--- config.mk ---
export PLATFORM = sky130hd
export DESIGN_NAME = instr_seq_dec
export DESIGN_NICKNAME = d
export VERILOG_FILES = /design/src/rtl/instr_seq_dec.sv
export SDC_FILE = /design/constraint.sdc
export NUM_CORES = 1
export LEC_CHECK = 0
export ABC_AREA = 1
export BUFFER_PORTS_ARGS = -buffer_cell sky130_fd_sc_hd__buf_2
export CORE_MARGIN = 2
export CORE_UTILIZATION = 40
export DETAILED_ROUTE_END_ITERATION = 8
export GPL_TIMING_DRIVEN = 0
export PLACE_DENSITY = 0.67
export SLEW_MARGIN = 20
export SYNTH_ARGS = -nofsm -noshare
export SYNTH_HDL_FRONTEND = slang
export SYNTH_SLANG_ARGS = --single-unit
--- constraint.sdc ---
create_clock -name clk -period 5.8 [get_ports clk]
set_clock_uncertainty 0.2 [all_clocks]
set_input_delay 1.16 -clock clk [delete_from_list [all_inputs] [get_ports clk]]
set_output_delay 1.16 -clock clk [all_outputs]
set_load 0.1 [all_outputs]
--- src/rtl/instr_seq_dec.sv ---
// rtl/instr_seq_dec.sv - MSP430-style instruction word sequencer and decoder
//
// Ports:
//   clk, rst                 rising-edge clock, asynchronous active-high reset
//   mdb_in/valid/ready       opcode and extension words from the memory data bus
//   pc_inc                   one-cycle strobe per accepted word
//   dec_valid/dec_ready      decoded-instruction handshake towards execute
//   format, opcode, reg_sa, reg_da, as_mode, ad_mode, bw, src_ext, dst_ext,
//   n_ext, jmp_off, illegal  registered decoded fields, stable while dec_valid
module instr_seq_dec #(
    parameter int DW     = 16,
    parameter int RAW    = 4,
    parameter bit CG_EN  = 1'b1,
    parameter int JOFF_W = 10
) (
    input  logic           clk,
    input  logic           rst,
    input  logic [DW-1:0]  mdb_in,
    input  logic           mdb_valid,
    output logic           mdb_ready,
    output logic           pc_inc,
    output logic           dec_valid,
    input  logic           dec_ready,
    output logic [1:0]     format,
    output logic [3:0]     opcode,
    output logic [RAW-1:0] reg_sa,
    output logic [RAW-1:0] reg_da,
    output logic [1:0]     as_mode,
    output logic           ad_mode,
    output logic           bw,
    output logic [DW-1:0]  src_ext,
    output logic [DW-1:0]  dst_ext,
    output logic [1:0]     n_ext,
    output logic [DW-1:0]  jmp_off,
    output logic           illegal
);

    typedef enum logic [1:0] {S_OP, S_SRC, S_DST, S_ISSUE} state_e;
    state_e state_q, state_d;

    // Opcode fields always come from the low 16 bits, whatever DW is.
    logic [15:0] w;
    assign w = mdb_in[15:0];

    logic       is_jmp, is_f2, is_f1;
    logic [3:0] src_reg;
    logic [1:0] as_f;
    logic       src_need, dst_need;

    assign is_jmp  = (w[15:13] == 3'b001);
    assign is_f2   = (w[15:10] == 6'b000100) && (w[9:7] != 3'b111);
    assign is_f1   = (w[15:12] >= 4'd4);
    assign src_reg = is_f1 ? w[11:8] : w[3:0];
    assign as_f    = w[5:4];

    // Indexed/symbolic/absolute (As=01) and immediate (@PC+) need a word;
    // R3 is the constant generator and never does when CG_EN is set. R2 with
    // As=10/11 already falls out of the rule below without a special case.
    assign src_need = (is_f1 || is_f2) &&
                      (((as_f == 2'b01) && !(CG_EN && (src_reg == 4'd3))) ||
                       ((as_f == 2'b11) && (src_reg == 4'd0)));
    assign dst_need = is_f1 && w[7];

    logic ld_op, ld_src, ld_dst;
    logic dst_pend_q;

    always_ff @(posedge clk or posedge rst) begin
        if (rst) state_q <= S_OP;
        else     state_q <= state_d;
    end

    always_comb begin
        state_d   = state_q;
        mdb_ready = 1'b1;
        dec_valid = 1'b0;
        ld_op     = 1'b0;
        ld_src    = 1'b0;
        ld_dst    = 1'b0;
        case (state_q)
            S_OP: begin
                if (mdb_valid) begin
                    ld_op = 1'b1;
                    if (src_need)      state_d = S_SRC;
                    else if (dst_need) state_d = S_DST;
                    else               state_d = S_ISSUE;
                end
            end
            S_SRC: begin
                if (mdb_valid) begin
                    ld_src  = 1'b1;
                    state_d = dst_pend_q ? S_DST : S_ISSUE;
                end
            end
            S_DST: begin
                if (mdb_valid) begin
                    ld_dst  = 1'b1;
                    state_d = S_ISSUE;
                end
            end
            S_ISSUE: begin
                mdb_ready = 1'b0;
                dec_valid = 1'b1;
                if (dec_ready) state_d = S_OP;
            end
            default: state_d = S_OP;
        endcase
    end

    assign pc_inc = mdb_valid & mdb_ready;

    // Field values decoded from the opcode word; only loaded on the OP accept.
    logic [1:0]     format_d, as_d;
    logic [3:0]     opcode_d;
    logic [RAW-1:0] reg_sa_d, reg_da_d;
    logic           ad_d, bw_d, ill_d;
    logic [DW-1:0]  jmp_d;

    always_comb begin
        format_d = 2'd0;
        opcode_d = 4'd0;
        reg_sa_d = '0;
        reg_da_d = '0;
        as_d     = 2'd0;
        ad_d     = 1'b0;
        bw_d     = 1'b0;
        jmp_d    = '0;
        ill_d    = 1'b0;
        if (is_jmp) begin
            format_d = 2'd3;
            opcode_d = {1'b0, w[12:10]};
            jmp_d    = DW'($signed(mdb_in[JOFF_W-1:0]));
        end else if (is_f2) begin
            format_d = 2'd2;
            opcode_d = {1'b0, w[9:7]};
            reg_da_d = RAW'(w[3:0]);
            as_d     = w[5:4];
            bw_d     = w[6];
        end else if (is_f1) begin
            format_d = 2'd1;
            opcode_d = w[15:12];
            reg_sa_d = RAW'(w[11:8]);
            reg_da_d = RAW'(w[3:0]);
            as_d     = w[5:4];
            ad_d     = w[7];
            bw_d     = w[6];
        end else begin
            ill_d    = 1'b1;
        end
    end

    logic [1:0]     format_q, as_q, n_ext_q;
    logic [3:0]     opcode_q;
    logic [RAW-1:0] reg_sa_q, reg_da_q;
    logic           ad_q, bw_q, ill_q;
    logic [DW-1:0]  src_ext_q, dst_ext_q, jmp_q;

    always_ff @(posedge clk or posedge rst) begin
        if (rst) begin
            format_q   <= 2'd0;
            opcode_q   <= 4'd0;
            reg_sa_q   <= '0;
            reg_da_q   <= '0;
            as_q       <= 2'd0;
            ad_q       <= 1'b0;
            bw_q       <= 1'b0;
            ill_q      <= 1'b0;
            jmp_q      <= '0;
            n_ext_q    <= 2'd0;
            dst_pend_q <= 1'b0;
            src_ext_q  <= '0;
            dst_ext_q  <= '0;
        end else begin
            if (ld_op) begin
                format_q   <= format_d;
                opcode_q   <= opcode_d;
                reg_sa_q   <= reg_sa_d;
                reg_da_q   <= reg_da_d;
                as_q       <= as_d;
                ad_q       <= ad_d;
                bw_q       <= bw_d;
                ill_q      <= ill_d;
                jmp_q      <= jmp_d;
                n_ext_q    <= {1'b0, src_need} + {1'b0, dst_need};
                dst_pend_q <= dst_need;
                src_ext_q  <= '0;
                dst_ext_q  <= '0;
            end
            if (ld_src) src_ext_q <= mdb_in;
            if (ld_dst) dst_ext_q <= mdb_in;
        end
    end

    assign format  = format_q;
    assign opcode  = opcode_q;
    assign reg_sa  = reg_sa_q;
    assign reg_da  = reg_da_q;
    assign as_mode = as_q;
    assign ad_mode = ad_q;
    assign bw      = bw_q;
    assign src_ext = src_ext_q;
    assign dst_ext = dst_ext_q;
    assign n_ext   = n_ext_q;
    assign jmp_off = jmp_q;
    assign illegal = ill_q;

endmodule

==> flow_summary.ini <==
[timing]
final_hold_viol_count = 0
tns_ps = 0
timing.final.ws_setup_ps = 2610
layout_min_cycle_time_ps = 3190
tightest_slew_ps = 497
slew_violations = 0
post-route-period-util = 0.550
finalSetupViolCount = 0
rsz0062_at_grt = false
hold_slack_ps = 279
fmax_mhz = 314
slew_headroom = 0.671

[cts]
clk_pin_slew_ps = 70
cts_buffer_depth = 2
cts_setup_buffers = 0
cts-root-buf = clkbuf_8
cts_tree = built
htree_levels = 3
cts.sinks = 66
cts_hold_buf = 0
cts_resized = 0
worstSkewPairLatency_ps = 340
cts_buffers = 9

[synth]
ys_types = 23
synth_nets = 347
yosysTopAreaCellShare = 0.567
synthTopCellsByArea = dfrtp_1, o21ai_0, nand2_1, nand3_1, inv_1
ys_seq_area_frac = 0.567
ys_ff_latch = 66
synth_top_area_cell = dfrtp_1
avgSynthCellArea_um2 = 9.11
syn_area_um2 = 2920
syn_inst = 320
ys_warn_count = 0

[detailed_routing]
met1_length_um = 3600
final_antenna_net_count = 0
routed_via_density = 4.93
wl_met2_um = 3730
drt_iter0_drc = 158
first_pass_iters = 4
top_layer = met4
wl_met3_um = 532
drc = 0
wl_per_cell_um = 15.2
drt-total-wl_um = 7990
num_vias = 2600

[floorplan]
num_rows = 31
dieWidth_um = 89.4
die_y_um = 89.4
dieArea_um2 = 7990
initial_core_util = 0.408
pin_count = 92
core_area_um2 = 7140

[grt]
grt_pass1_wl_um = 12700
antenna_found_initial = 0
grt_util_all_layers = 0.217
overflow = 0
grt_max_degree = 52
first_global_vias = 2465

[placement]
dp_slack_ps = 2610
dp_hpwl_um = 5930
portBuffers = 91
place_congestion = 0.825

[final_layout]
drive_gt1_frac = 0.304
antenna_cells = 0
final_nets = 450
syn_to_final_growth_pct = 29.5

[critical_path]
critical_path_class = in -> out
crit_chain = buf_2, inv_1, nor2_1, buf_2
crit_path_start_kind = primary input
crit_fanout = 5
crit_arrival_ps = 1830
end_kind = output pin
crit_slowest_cell = buf_2
slowest_delay_ps = 420
cp.required_ps = 4440
cp_common_cell = buf_2

[outcome]
status = complete, no violations

[worst_hold_path]
hold_class = reg -> reg

[flow_run]
drv_cap = 0
==> cells by family (layout without fill, tap and decap cells) <==
family	after synthesis	after routing	share of synthesized area
compound gates	65	65	0.120
flops	66	66	0.567
simple gates	125	125	0.200
buf+inv	57	165	0.0841
fa+ha+maj	7	7	0.0300
==> Yosys cell counts <==
master	instances
dfrtp_1	66
nand2_1	56
o21ai_0	44
nand3_1	41
inv_1	33
a21oi_1	13
clkbuf_1	12
nor2_1	10
nor3_1	8
buf_4	7
ha_1	7
buf_2	4
nor2_4	4
o31ai_1	3
a31oi_1	2
nand2_2	2
o22ai_1	2
inv_2	1
nand2_4	1
nand3b_1	1
nand4_1	1
nor2_2	1
o21ai_4	1
==> through the flow <==
step | cell area, um^2 | instances | util
after CTS | 3780 | 527 | 0.529
after global routing | 3780 | 527 | 0.529
after global placement | 3490 | 510 | 0.490
final | 3780 | 527 | 0.529
after floorplan | 2920 | 320 | -
after detailed placement | 3520 | 511 | 0.494
==> registers in the layout, summed over array words and instances (netlist names), 2 cells and up <==
signal,flops
as_mode,2
dst_ext,16
format,2
jmp_off,10
n_ext,2
opcode,4
reg_da,4
reg_sa,4
src_ext,16
state_q,2
==> layout by cell type (no fill, tap or decap), drive strengths merged <==
cell / Yosys / layout
clkbuf: 12 / 23
o21ai: 45 / 45
a31oi: 2 / 2
buf: 11 / 103
inv: 34 / 34
nand4: 1 / 1
dfrtp: 66 / 66
nand2: 59 / 59
nand3b: 1 / 1
nor3: 8 / 8
bufinv: 0 / 3
clkinv: 0 / 2
nand3: 41 / 41
a21oi: 13 / 13
o31ai: 3 / 3
ha: 7 / 7
o22ai: 2 / 2
nor2: 15 / 15
==> critical path, delay by kind of cell <==
family	cells	cell delay, ps
buffers and inverters	3	590
and+or+nand+nor	1	70
==> area by class of cell <==
| type | instances | area (um^2) |
|---|---|---|
| Sequential cell | 66 | 1650 |
| Clock buffer | 11 | 151 |
| Inverter | 34 | 130 |
| Fill cell | 711 | 3360 |
| Buffer | 23 | 118 |
| Tap cell | 99 | 124 |
| Timing Repair Buffer | 92 | 483 |
| Multi-Input combinational cell | 197 | 1020 |
| Clock inverter | 5 | 100 |
==> path summary, 6_finish.rpt <==
kind	depth (start not counted)	slack, ps	endpoint	startpoint
max	4	2610	pc_inc	mdb_valid
min	2	280	jmp_off[3]$_DFFE_PP0P_	jmp_off[3]$_DFFE_PP0P_
max reg2reg	6	3930	src_ext[10]$_DFFE_PP0P_	state_q[1]$_DFFE_PP0P_
min reg2reg	2	280	jmp_off[3]$_DFFE_PP0P_	jmp_off[3]$_DFFE_PP0P_
max in group asynchronous	3	4350	jmp_off[14]$_DFFE_PP0P_	rst
min in group asynchronous	2	530	dst_ext[5]$_DFFE_PP0P_	rst
==> routing by layer <==
layer	vias to the layer above	GRT usage
met5	-	0
met4	0	0.0936
met3	12	0.0452
met2	98	0.335
met1	1240	0.297
li1	1250	-
Power is left out: the tool's default activity adds up to more than one toggle a clock period on the data nets, which glitch-free logic cannot reach.
